$ cat src/rtl/z_writeback.sv
// Z result register with a sequenced, back-pressurable write-back onto the 32-bit bus.
// Optional result flags are enabled by defining ZWB_FLAGS_EN.
module z_writeback #(
  parameter int          WIDTH  = 32,
  parameter logic [4:0]  OP_MUL = 5'b01111,
  parameter logic [4:0]  OP_DIV = 5'b10000
) (
  input  logic                 clock,
  input  logic                 clear,
  input  logic [2*WIDTH-1:0]   ZMuxIn,
  input  logic [4:0]           ALUControl,
  input  logic                 Zin,
  input  logic                 wb_ready,
  output logic [WIDTH-1:0]     bus_data,
  output logic                 bus_valid,
  output logic                 gen_wr,
  output logic                 LOin,
  output logic                 HIin,
  output logic [WIDTH-1:0]     ZLow,
  output logic [WIDTH-1:0]     ZHigh,
  output logic                 busy,
  output logic                 overrun,
  output logic [1:0]           z_flags
);

  typedef enum logic [1:0] {IDLE, WB_LO, WB_HI} state_t;

  state_t             state, next_state;
  logic [2*WIDTH-1:0] z;
  logic [4:0]         op;
  logic               two_word;
  logic               final_xfer;
  logic               capture;

  assign two_word = (op == OP_MUL) || (op == OP_DIV);
  assign busy     = (state != IDLE);
  assign ZLow     = z[WIDTH-1:0];
  assign ZHigh    = z[2*WIDTH-1:WIDTH];
  // A new result is only taken when idle or when the last beat of the current one leaves.
  assign capture  = Zin && ((state == IDLE) || final_xfer);

  always_comb begin
    next_state = state;
    bus_valid  = 1'b0;
    bus_data   = '0;
    gen_wr     = 1'b0;
    LOin       = 1'b0;
    HIin       = 1'b0;
    final_xfer = 1'b0;
    case (state)
      IDLE: begin
        if (Zin) next_state = WB_LO;
      end
      WB_LO: begin
        bus_valid = 1'b1;
        bus_data  = z[WIDTH-1:0];
        if (two_word) LOin = 1'b1;
        else          gen_wr = 1'b1;
        if (wb_ready) begin
          if (two_word) begin
            next_state = WB_HI;
          end else begin
            final_xfer = 1'b1;
            next_state = Zin ? WB_LO : IDLE;
          end
        end
      end
      WB_HI: begin
        bus_valid = 1'b1;
        bus_data  = z[2*WIDTH-1:WIDTH];
        HIin      = 1'b1;
        if (wb_ready) begin
          final_xfer = 1'b1;
          next_state = Zin ? WB_LO : IDLE;
        end
      end
      default: next_state = IDLE;
    endcase
  end

  always_ff @(posedge clock or negedge clear) begin
    if (!clear) begin
      state   <= IDLE;
      z       <= '0;
      op      <= '0;
      overrun <= 1'b0;
    end else begin
      state <= next_state;
      if (capture) begin
        z  <= ZMuxIn;
        op <= ALUControl;
      end
      if (Zin && busy && !final_xfer) overrun <= 1'b1;
    end
  end

`ifdef ZWB_FLAGS_EN
  logic [1:0] flags;
  logic       in_two_word;

  assign in_two_word = (ALUControl == OP_MUL) || (ALUControl == OP_DIV);
  assign z_flags     = flags;

  // Two-word results take sign and zero over the full 64 bits; others over the low word.
  always_ff @(posedge clock or negedge clear) begin
    if (!clear) begin
      flags <= 2'b00;
    end else if (capture) begin
      if (in_two_word)
        flags <= {ZMuxIn[2*WIDTH-1], (ZMuxIn == '0)};
      else
        flags <= {ZMuxIn[WIDTH-1], (ZMuxIn[WIDTH-1:0] == '0)};
    end
  end
`else
  assign z_flags = 2'b00;
`endif

endmodule

$ cat config.mk
export PLATFORM = sky130hd
export DESIGN_NAME = z_writeback
export DESIGN_NICKNAME = d
export VERILOG_FILES = /design/src/rtl/z_writeback.sv
export SDC_FILE = /design/constraint.sdc
export NUM_CORES = 1
export LEC_CHECK = 0
export CORE_MARGIN = 1.5
export CORE_UTILIZATION = 44
export CTS_BUF_LIST = sky130_fd_sc_hd__clkbuf_8
export DETAILED_ROUTE_END_ITERATION = 6
export PLACE_DENSITY = 0.87
export REMOVE_ABC_BUFFERS = 1
export SLEW_MARGIN = 15
export SYNTH_ARGS = -nofsm -noshare
export SYNTH_HDL_FRONTEND = slang
export SYNTH_SLANG_ARGS = --single-unit
$ cat constraint.sdc
create_clock -name clock -period 5.1 [get_ports clock]
set_input_delay 1.53 -clock clock [delete_from_list [all_inputs] [get_ports clock]]
set_output_delay 1.53 -clock clock [all_outputs]
set_load 0.01 [all_outputs]
==> flow_metrics.env <==
export IMPL_cp_start_kind="register"
export IMPL_rows=31
export IMPL_h_tree_depth=3
export IMPL_synthToLayoutAreaGrowth_pct=59.61
export IMPL_dp_hpwl_um=6630
export IMPL_firstDrtPassIters=4
export IMPL_clock_sinks=72
export IMPL_port_buffers=174
export IMPL_leakage_nw=2.134
export IMPL_layout_common_cells="clkdlybuf4s50_1 (173), dfrtp_1 (72), mux2_2 (59)"
export IMPL_die_x_um=90.40
export IMPL_endpoint_kind="output pin"
export IMPL_detail_route_wl_per_cell_um=16.94
export IMPL_hold_violations=0
export IMPL_cts_setup_buffers=0
export IMPL_syn_cell_area_um2=3361
export IMPL_status="finished, final reports clean"
export IMPL_path_max_fanout=21
export IMPL_nets=503
export IMPL_n_antenna_cell=0
export IMPL_root_buffer="clkbuf_8"
export IMPL_syn_area_per_cell_um2=13.18
export IMPL_hold_class="register to register"
export IMPL_maxCapViolations=0
export IMPL_r2r_start="state[1]$_DFFE_PN0P_"
export IMPL_cts_tree="done"
export IMPL_crit_chain="inv_1 -> ha_1 -> buf_4 -> a22oi_1 -> nor2b_1 -> clkdlybuf4s50_1"
export IMPL_final_common_cell="clkdlybuf4s50_1"
export IMPL_slew_headroom=0.3543
export IMPL_path_class="register to output pin"
export IMPL_rsz0062_at_grt="false"
export IMPL_post_route_cell_area_um2=5364
export IMPL_grt_pass1_vias=2854
export IMPL_synth_warning_count=0
export IMPL_vdd_ir_drop_max_mv=0.3579
export IMPL_path_clk_slew_ps=60
export IMPL_cp_slowest_cell="ha_1"
export IMPL_postPlaceCellArea_um2=5177
export IMPL_globalRouteTotalUtil=0.2260
export IMPL_min_from="overrun$_DFFE_PN0P_"
export IMPL_io_pins=177
export IMPL_antenna_found_initial=0
export IMPL_drtIter0Drc=107
export IMPL_die_area_um2=8171
export IMPL_critPathTopFamily="buffers and inverters"
export IMPL_period_share=0.8186
export IMPL_slew_viol_final=0
export IMPL_hold_buffers=0
export IMPL_drc=0
export IMPL_path_buf_inv=3
export IMPL_whs_ps=503.0
export IMPL_core_um2=7331
export IMPL_die_h_um=90.40
export IMPL_cts_resized=0
export IMPL_fin_crit_ps=4175
export IMPL_cts_buffers=9
export IMPL_routed_via_count=2732
export IMPL_worstSetupStartpoint="state[0]$_DFFE_PN0P_"
export IMPL_setup_viol=0
export IMPL_ant_nets=0
export IMPL_post_drt_via_cell_ratio=5.164
export IMPL_initial_core_util=0.4584
export IMPL_ys_seq_elements=72
export IMPL_required_ps=3570
export IMPL_nFillCells=491
export IMPL_place_gp_congestion=0.8406
export IMPL_max_freq_mhz=239.5
export IMPL_critPathMaxStageDelay_ps=590
export IMPL_synthCells=255
export IMPL_crit_arrival_ps=2650
export IMPL_synth_seq_area_share=0.5361
export IMPL_setup_tns_ps=0
export IMPL_overflow=0
export IMPL_synth_cell_types=26
export IMPL_cts_max_path_buffers=2
export IMPL_clock_skew_ps=11.23
export IMPL_grt_first_pass_wirelength_um=14610
export IMPL_layout_drive_gt1_share=0.2116
export IMPL_tightest_slew_ps=968.5
export IMPL_grt_max_degree=42
export IMPL_clk_latency_ps=340
export IMPL_p_per_area_nw_per_um2=643.5
export IMPL_drt_wl_total_um=8961
-- Yosys cell counts --
| cell type | n | area share |
|---|---|---|
| a22o_1 | 1 | 0.0026 |
| a22oi_1 | 32 | 0.071 |
| a31oi_1 | 2 | 0.0037 |
| and2_1 | 1 | 0.0019 |
| buf_2 | 5 | 0.0074 |
| buf_4 | 2 | 0.0045 |
| buf_6 | 2 | 0.0067 |
| clkbuf_1 | 11 | 0.012 |
| conb_1 | 1 | 0.0011 |
| dfrtp_1 | 72 | 0.54 |
| ha_1 | 4 | 0.015 |
| inv_1 | 5 | 0.0056 |
| mux2_2 | 59 | 0.20 |
| mux2_4 | 10 | 0.045 |
| mux2i_2 | 1 | 0.0041 |
| nand2_1 | 3 | 0.0034 |
| nand3b_1 | 1 | 0.0022 |
| nand4_1 | 1 | 0.0019 |
| nor2_1 | 3 | 0.0034 |
| nor2b_1 | 32 | 0.060 |
| o21a_1 | 1 | 0.0022 |
| o21ai_0 | 2 | 0.0030 |
| o21bai_1 | 1 | 0.0022 |
| o32ai_1 | 1 | 0.0026 |
| o41ai_1 | 1 | 0.0026 |
| or4_1 | 1 | 0.0022 |
-- cell families after synthesis --
group,count (synthesis),share of synthesized area
compound gates,41,0.09047
fa+ha+maj,4,0.01489
buf+inv,25,0.03648
flops,72,0.5361
mux,70,0.2465
other cells,1,0.001116
simple gates,42,0.07446
-- flip-flops by register name, summed over array words and instances, names as in the netlist --
signal and cells:
state 2, op 5, z 64, overrun 1
-- layout make-up --
type	instances	area [um2]	share of cell area
well taps	99	123.9	0.02309
flip-flops and latches	72	1802	0.3359
clock buffers	10	137.6	0.02566
clock inverters	5	48.80	0.009097
repair buffers	179	1774	0.3308
multi-input cells	159	1459	0.2720
inverters	5	18.77	0.003499
-- metal layers --
metal | vias up | part of all wire | GRT usage
met5 | - | 0 | 0
met3 | 15 | 0.080 | 0.06313
li1 | 1254 | - | -
met2 | 127 | 0.51 | 0.3902
met4 | 0 | 0.015 | 0.08069
met1 | 1336 | 0.39 | 0.2689
-- report_power, final --
part	internal [mW]	switching [mW]	total, mW
Sequential	0.862	0.239	1.10
Clock	0.232	0.197	0.429
Combinational	1.17	0.753	1.92
-- stage by stage --
| step | utilization | cells | power, mW | setup slack (ps) |
|---|---|---|---|---|
| 2_1_floorplan | - | 236 | 2.067 | -3021 |
| 3_3_place_gp | 0.7063 | 514 | 2.987 | 1404 |
| 3_5_place_dp | 0.7063 | 514 | 3.042 | 1296 |
| 4_1_cts | 0.7317 | 529 | 3.481 | 924.2 |
| 5_1_grt | 0.7317 | 529 | 3.654 | 717.7 |
| 6_report | 0.7317 | 529 | 3.452 | 924.9 |
-- path summary, 6_finish.rpt --
check,to,slack [ps],depth (start not counted)
hold / removal,overrun$_DFFE_PN0P_,500,2
setup reg to reg,z[50]$_DFFE_PN0P_,2090,6
min in group asynchronous,z[30]$_DFFE_PN0P_,1300,1
hold reg to reg,overrun$_DFFE_PN0P_,500,2
max in group asynchronous,overrun$_DFFE_PN0P_,2840,2
setup / recovery,bus_data[27],920,6
-- worst min-delay path: stages (launching register included) --
cell	delay, ps
dfrtp_1	350
a31oi_1	50
o41ai_1	70
Power figures use the tool's default switching activity.
==> RTL change 1 (same flow settings) <==
`WIDTH`: 32 -> 64.
--- a/src/rtl/z_writeback.sv
+++ b/src/rtl/z_writeback.sv
@@ -2,5 +2,5 @@
 // Optional result flags are enabled by defining ZWB_FLAGS_EN.
 module z_writeback #(
-  parameter int          WIDTH  = 32,
+  parameter int          WIDTH  = 64,
   parameter logic [4:0]  OP_MUL = 5'b01111,
   parameter logic [4:0]  OP_DIV = 5'b10000
Interface: changed (resized ZHigh, ZLow, ZMuxIn and bus_data); port bits go from 177 to 337. No check against the original RTL was run, so the function may have changed too.
==> RTL change 1 against the unedited design <==
  * Design area up 88%
  * Global-route usage up 2.6 points
  * Clock power up 120%
  * Critical endpoint is now bus_data[9]
  * Routed wire length up 110%
  * Sequential share of layout area up 0.094 points
  * Register-to-register slack worse by 0.30 ns
  * Largest power group unchanged
  * Largest cell class is now non-clock buffers
  * Area after synthesis up 84%
  * Total power up 94%
  * Sequential cell count up 64
  * Setup slack worse by 0.18 ns
==> RTL change 1: results (changes against the unedited design) <==
Outcome
  • Outcome: completed

Pwr
  • Internal power: 4379 uW (+93%)
  • Combinational-cell power consumption: 3630 uW (+89%)
  • Worst vdd ir: 0.3507 mV (-2.0%)
  • Static Leakage: 0.003947 uW (+85%)

CTS
  • CTS Sinks: 136 (+89%)
  • TritonCTS Buffers: 17 (+8)

Final layout
  • Clkbuf count: 20 (+10)
  • Share of cells above drive strength 1: 0.2035 (-0.008132)
  • Filler Cell Count: 915 (+86%)
  • Non-clk buf share: 0.3387 (+0.007933)
  • ClkCell Share: 0.04272 (+0.007968)

Placement
  • Routability Congestion: 0.8042 (-4.3%)
  • DPL Wire Length: 13420 microns (+100%)
  • Number of port buffers: 334 (+92%)
  • Dpl ws: 1.198 ns (-0.09787 ns)

Route
  • DR iter-0 viols: 217 (+100%)
  • WL met2: 9668 microns (+110%)
  • Routed vias/inst: 5.194 (+0.57%)
  • Routed wire per std cell: 18.88 microns (+11%)
  • Routed length on met3: 1590 microns (+120%)

Setup path
  • Reg-to-Reg Start: state[0]$_DFFE_PN0P_
  • Max Fanout on Critical Path: 67 (+220%)
  • Crit path to: bus_data[9]
  • R2r setup slk: 1.79 ns (-0.30 ns)

Yosys
  • Largest cells by area after synthesis: dfrtp_1 55%, mux2_2 22%, a22oi_1 7.8%

Timing
  • Fmax: 0.2295 GHz (-4.2%)
  • Least-Margin Pin Slew: 1.048 ns (+0.07984 ns)
  • Minimum hold slack: 0.4970 ns (-0.005950 ns)

GRT
  • Global-route wire length before repair: 28270 microns (+94%)
## RTL change 1: through the flow
| step | total power (uW) | cells | TNS, ns | cell area, sq um |
|---|---|---|---|---|
| CTS | 6754 | 981 | 0 | 10100 |
| floorplan | 3815 | 428 | -372.18 | 6006 |
| detailed placement | 5770 | 949 | 0 | 9672 |
| global placement | 5658 | 949 | 0 | 9672 |
| finish | 6700 | 981 | 0 | 10100 |
| global route | 7081 | 981 | 0 | 10100 |
## RTL change 1: layer usage
layer,vias to the layer above,GRT usage
li1,2316,-
met3,22,0.07895
met1,2509,0.2893
met2,248,0.4449
met4,0,0.08015
met5,-,0
## RTL change 1: cell families (layout without fill, tap and decap cells)
group | count (synthesis) | count (layout) | synth area share
flops | 136 | 136 | 0.5511
buf+inv | 43 | 378 | 0.03120
other cells | 1 | 2 | 0.0006072
fa+ha+maj | 4 | 4 | 0.008104
compound gates | 73 | 73 | 0.08935
simple gates | 74 | 74 | 0.07354
mux | 134 | 134 | 0.2462
==> RTL change 2 (config.mk and constraints unchanged) <==
Made on the original files. Register the output `overrun` once more, cleared by the reset; this adds one clock of latency there. The other outputs are not delayed to match.
--- a/src/rtl/z_writeback.sv
+++ b/src/rtl/z_writeback.sv
@@ -25,4 +25,6 @@
 
   typedef enum logic [1:0] {IDLE, WB_LO, WB_HI} state_t;
+
+  logic overrun_s0;
 
   state_t             state, next_state;
@@ -84,5 +86,5 @@
       z       <= '0;
       op      <= '0;
-      overrun <= 1'b0;
+      overrun_s0 <= 1'b0;
     end else begin
       state <= next_state;
@@ -91,5 +93,5 @@
         op <= ALUControl;
       end
-      if (Zin && busy && !final_xfer) overrun <= 1'b1;
+      if (Zin && busy && !final_xfer) overrun_s0 <= 1'b1;
     end
   end
@@ -117,4 +119,12 @@
 `endif
 
+  always_ff @(posedge clock or negedge clear) begin
+    if (!clear) begin
+      overrun <= '0;
+    end else begin
+      overrun <= overrun_s0;
+    end
+  end
+
 endmodule
 
Behaviour: not the same (Yosys sat finds a counterexample within 4 cycles, from zero or initial values).
==> RTL change 2 against the unedited design <==
  * Final cell count did not move
  * Count of clock-buffer cells in the layout did not move
  * Hold slack got worse by 0.094 ns
  * Routed wire length rose by 3.1%
  * Synthesized cell count rose by 0.39%
  * Total power rose by 5.7%
  * Design area rose by 2.3%
  * Setup slack improved by 0.020 ns
  * Area after synthesis rose by 0.74%
  * Sequential cell count rose by 1
  * Register-to-register slack got worse by 0.31 ns
  * Sequential share of layout area fell by 0.30 points
  * Critical path type unchanged
  * Highest routed layer unchanged
==> RTL change 2: results (changes against the unedited design) <==
Outcome
  • Outcome: completed

Setup path
  • FF-to-FF End: z[11]$_DFFE_PN0P_
  • CP max stage delay: 0.56 ns (-0.03 ns)
  • R2r setup slk: 1.78 ns (-0.31 ns)
  • Slowest-stage cell, CP: clkdlybuf4s50_1
  • Crit path to: bus_data[11]
  • Reg-to-Reg Start: state[0]$_DFFE_PN0P_
  • Worst Setup SP: state[1]$_DFFE_PN0P_
  • Max Fanout on Critical Path: 22 (+4.8%)
  • Arrival @ worst endpoint: 2.62 ns (-0.03 ns)
  • CP delay by family, top: buffers and inverters

Timing
  • Final period util: 0.8146 (-0.004011)
  • Minimum hold slack: 0.4091 ns (-0.09387 ns)
  • Worst Skew: 0.007895 ns (-0.003333 ns)
  • Least-Margin Pin Slew: 0.9871 ns (+0.01864 ns)

Final layout
  • Filler Cell Count: 483 (-1.6%)
  • # diodes: 0 (unchanged)
  • Final net count: 503 (unchanged)
  • Share of cells above drive strength 1: 0.2116 (unchanged)

Route
  • DR iter-0 viols: 93 (-13%)
  • Routed vias/inst: 5.214 (+0.95%)
  • Routed wire per std cell: 17.46 microns (+3.1%)

CTS
  • Worst-skew pair later-pin latency: 0.33 ns
  • TritonCTS Buffers: 9 (unchanged)
  • Clock-pin slew on the worst setup and hold paths: 0.08 ns (+0.02 ns)

Placement
  • Number of port buffers: 174 (unchanged)
  • DPL Wire Length: 6537 microns (-1.4%)
  • Routability Congestion: 0.7788 (-7.4%)
  • Cell Area, Placed: 0.005223 sq mm (+0.87%)
  • Dpl ws: 1.271 ns (-0.02433 ns)

Yosys
  • Compound-gate portion of the synthesized area: 0.08980 (-0.0006687)
  • Post-Synth Adder-Cell Area: 0.01478 (-0.0001101)
  • Sequential share of the synthesized area: 0.5395 (+0.003429)
  • Largest cells by area after synthesis: dfrtp_1 54%, mux2_2 20%, a22oi_1 7.1%
  • Post-synthesis mux area share: 0.2446 (-0.001822)
  • Top cells by count, synth: 73 x dfrtp_1, 59 x mux2_2, 32 x a22oi_1, 32 x nor2b_1, 11 x clkbuf_1
  • Synthesized instance count: 256 (+0.39%)

GRT
  • Global-route wire length before repair: 15090 microns (+3.3%)
  • Vias in the first global route: 2924 (+2.5%)
  • Largest net degree at the start of global routing: 74 (+76%)
  • GR Util All Layers: 0.2321 (+0.006109)

Pwr
  • Static Leakage: 0.002172 uW (+1.8%)
  • Worst vdd ir: 0.3779 mV (+5.6%)

Worst hold path
  • Hold Crit Endpoint: overrun$_DFF_PN0_
  • Hold depth: 0 (-2)
  • Min-delay src: overrun_s0$_DFFE_PN0P_
RTL change 2: cell types whose count changed in the layout (fill, tap and decap cells not counted), sizes merged:
cell / delta
dfrtp: +1
bufinv: +3
clkinvlp: +1
clkinv: -3
inv: -1
buf: -1
RTL change 2: final cells by class:
| cell class | count | area share |
|---|---|---|
| multi-input cells | 159 | 0.2658 |
| clock inverters | 5 | 0.02326 |
| flip-flops and latches | 73 | 0.3329 |
| clock buffers | 10 | 0.02508 |
| repair buffers | 178 | 0.3269 |
| well taps | 99 | 0.02257 |
| inverters | 5 | 0.003420 |
RTL change 2: where the power goes:
group | internal [uW] | switching [uW] | leakage, uW
combinational | 1190 | 760 | 0.00119
clock | 385 | 206 | 0.000129
sequential | 870 | 241 | 0.000852
total | 2440 | 1210 | 0.00217
RTL change 2: routing by layer:
metal,vias to the layer above,global-route usage,wire (microns)
met5,-,0,0
met4,0,0.08862,170
met3,13,0.05556,643
met2,131,0.3897,4542
met1,1355,0.2880,3880
li1,1259,-,-
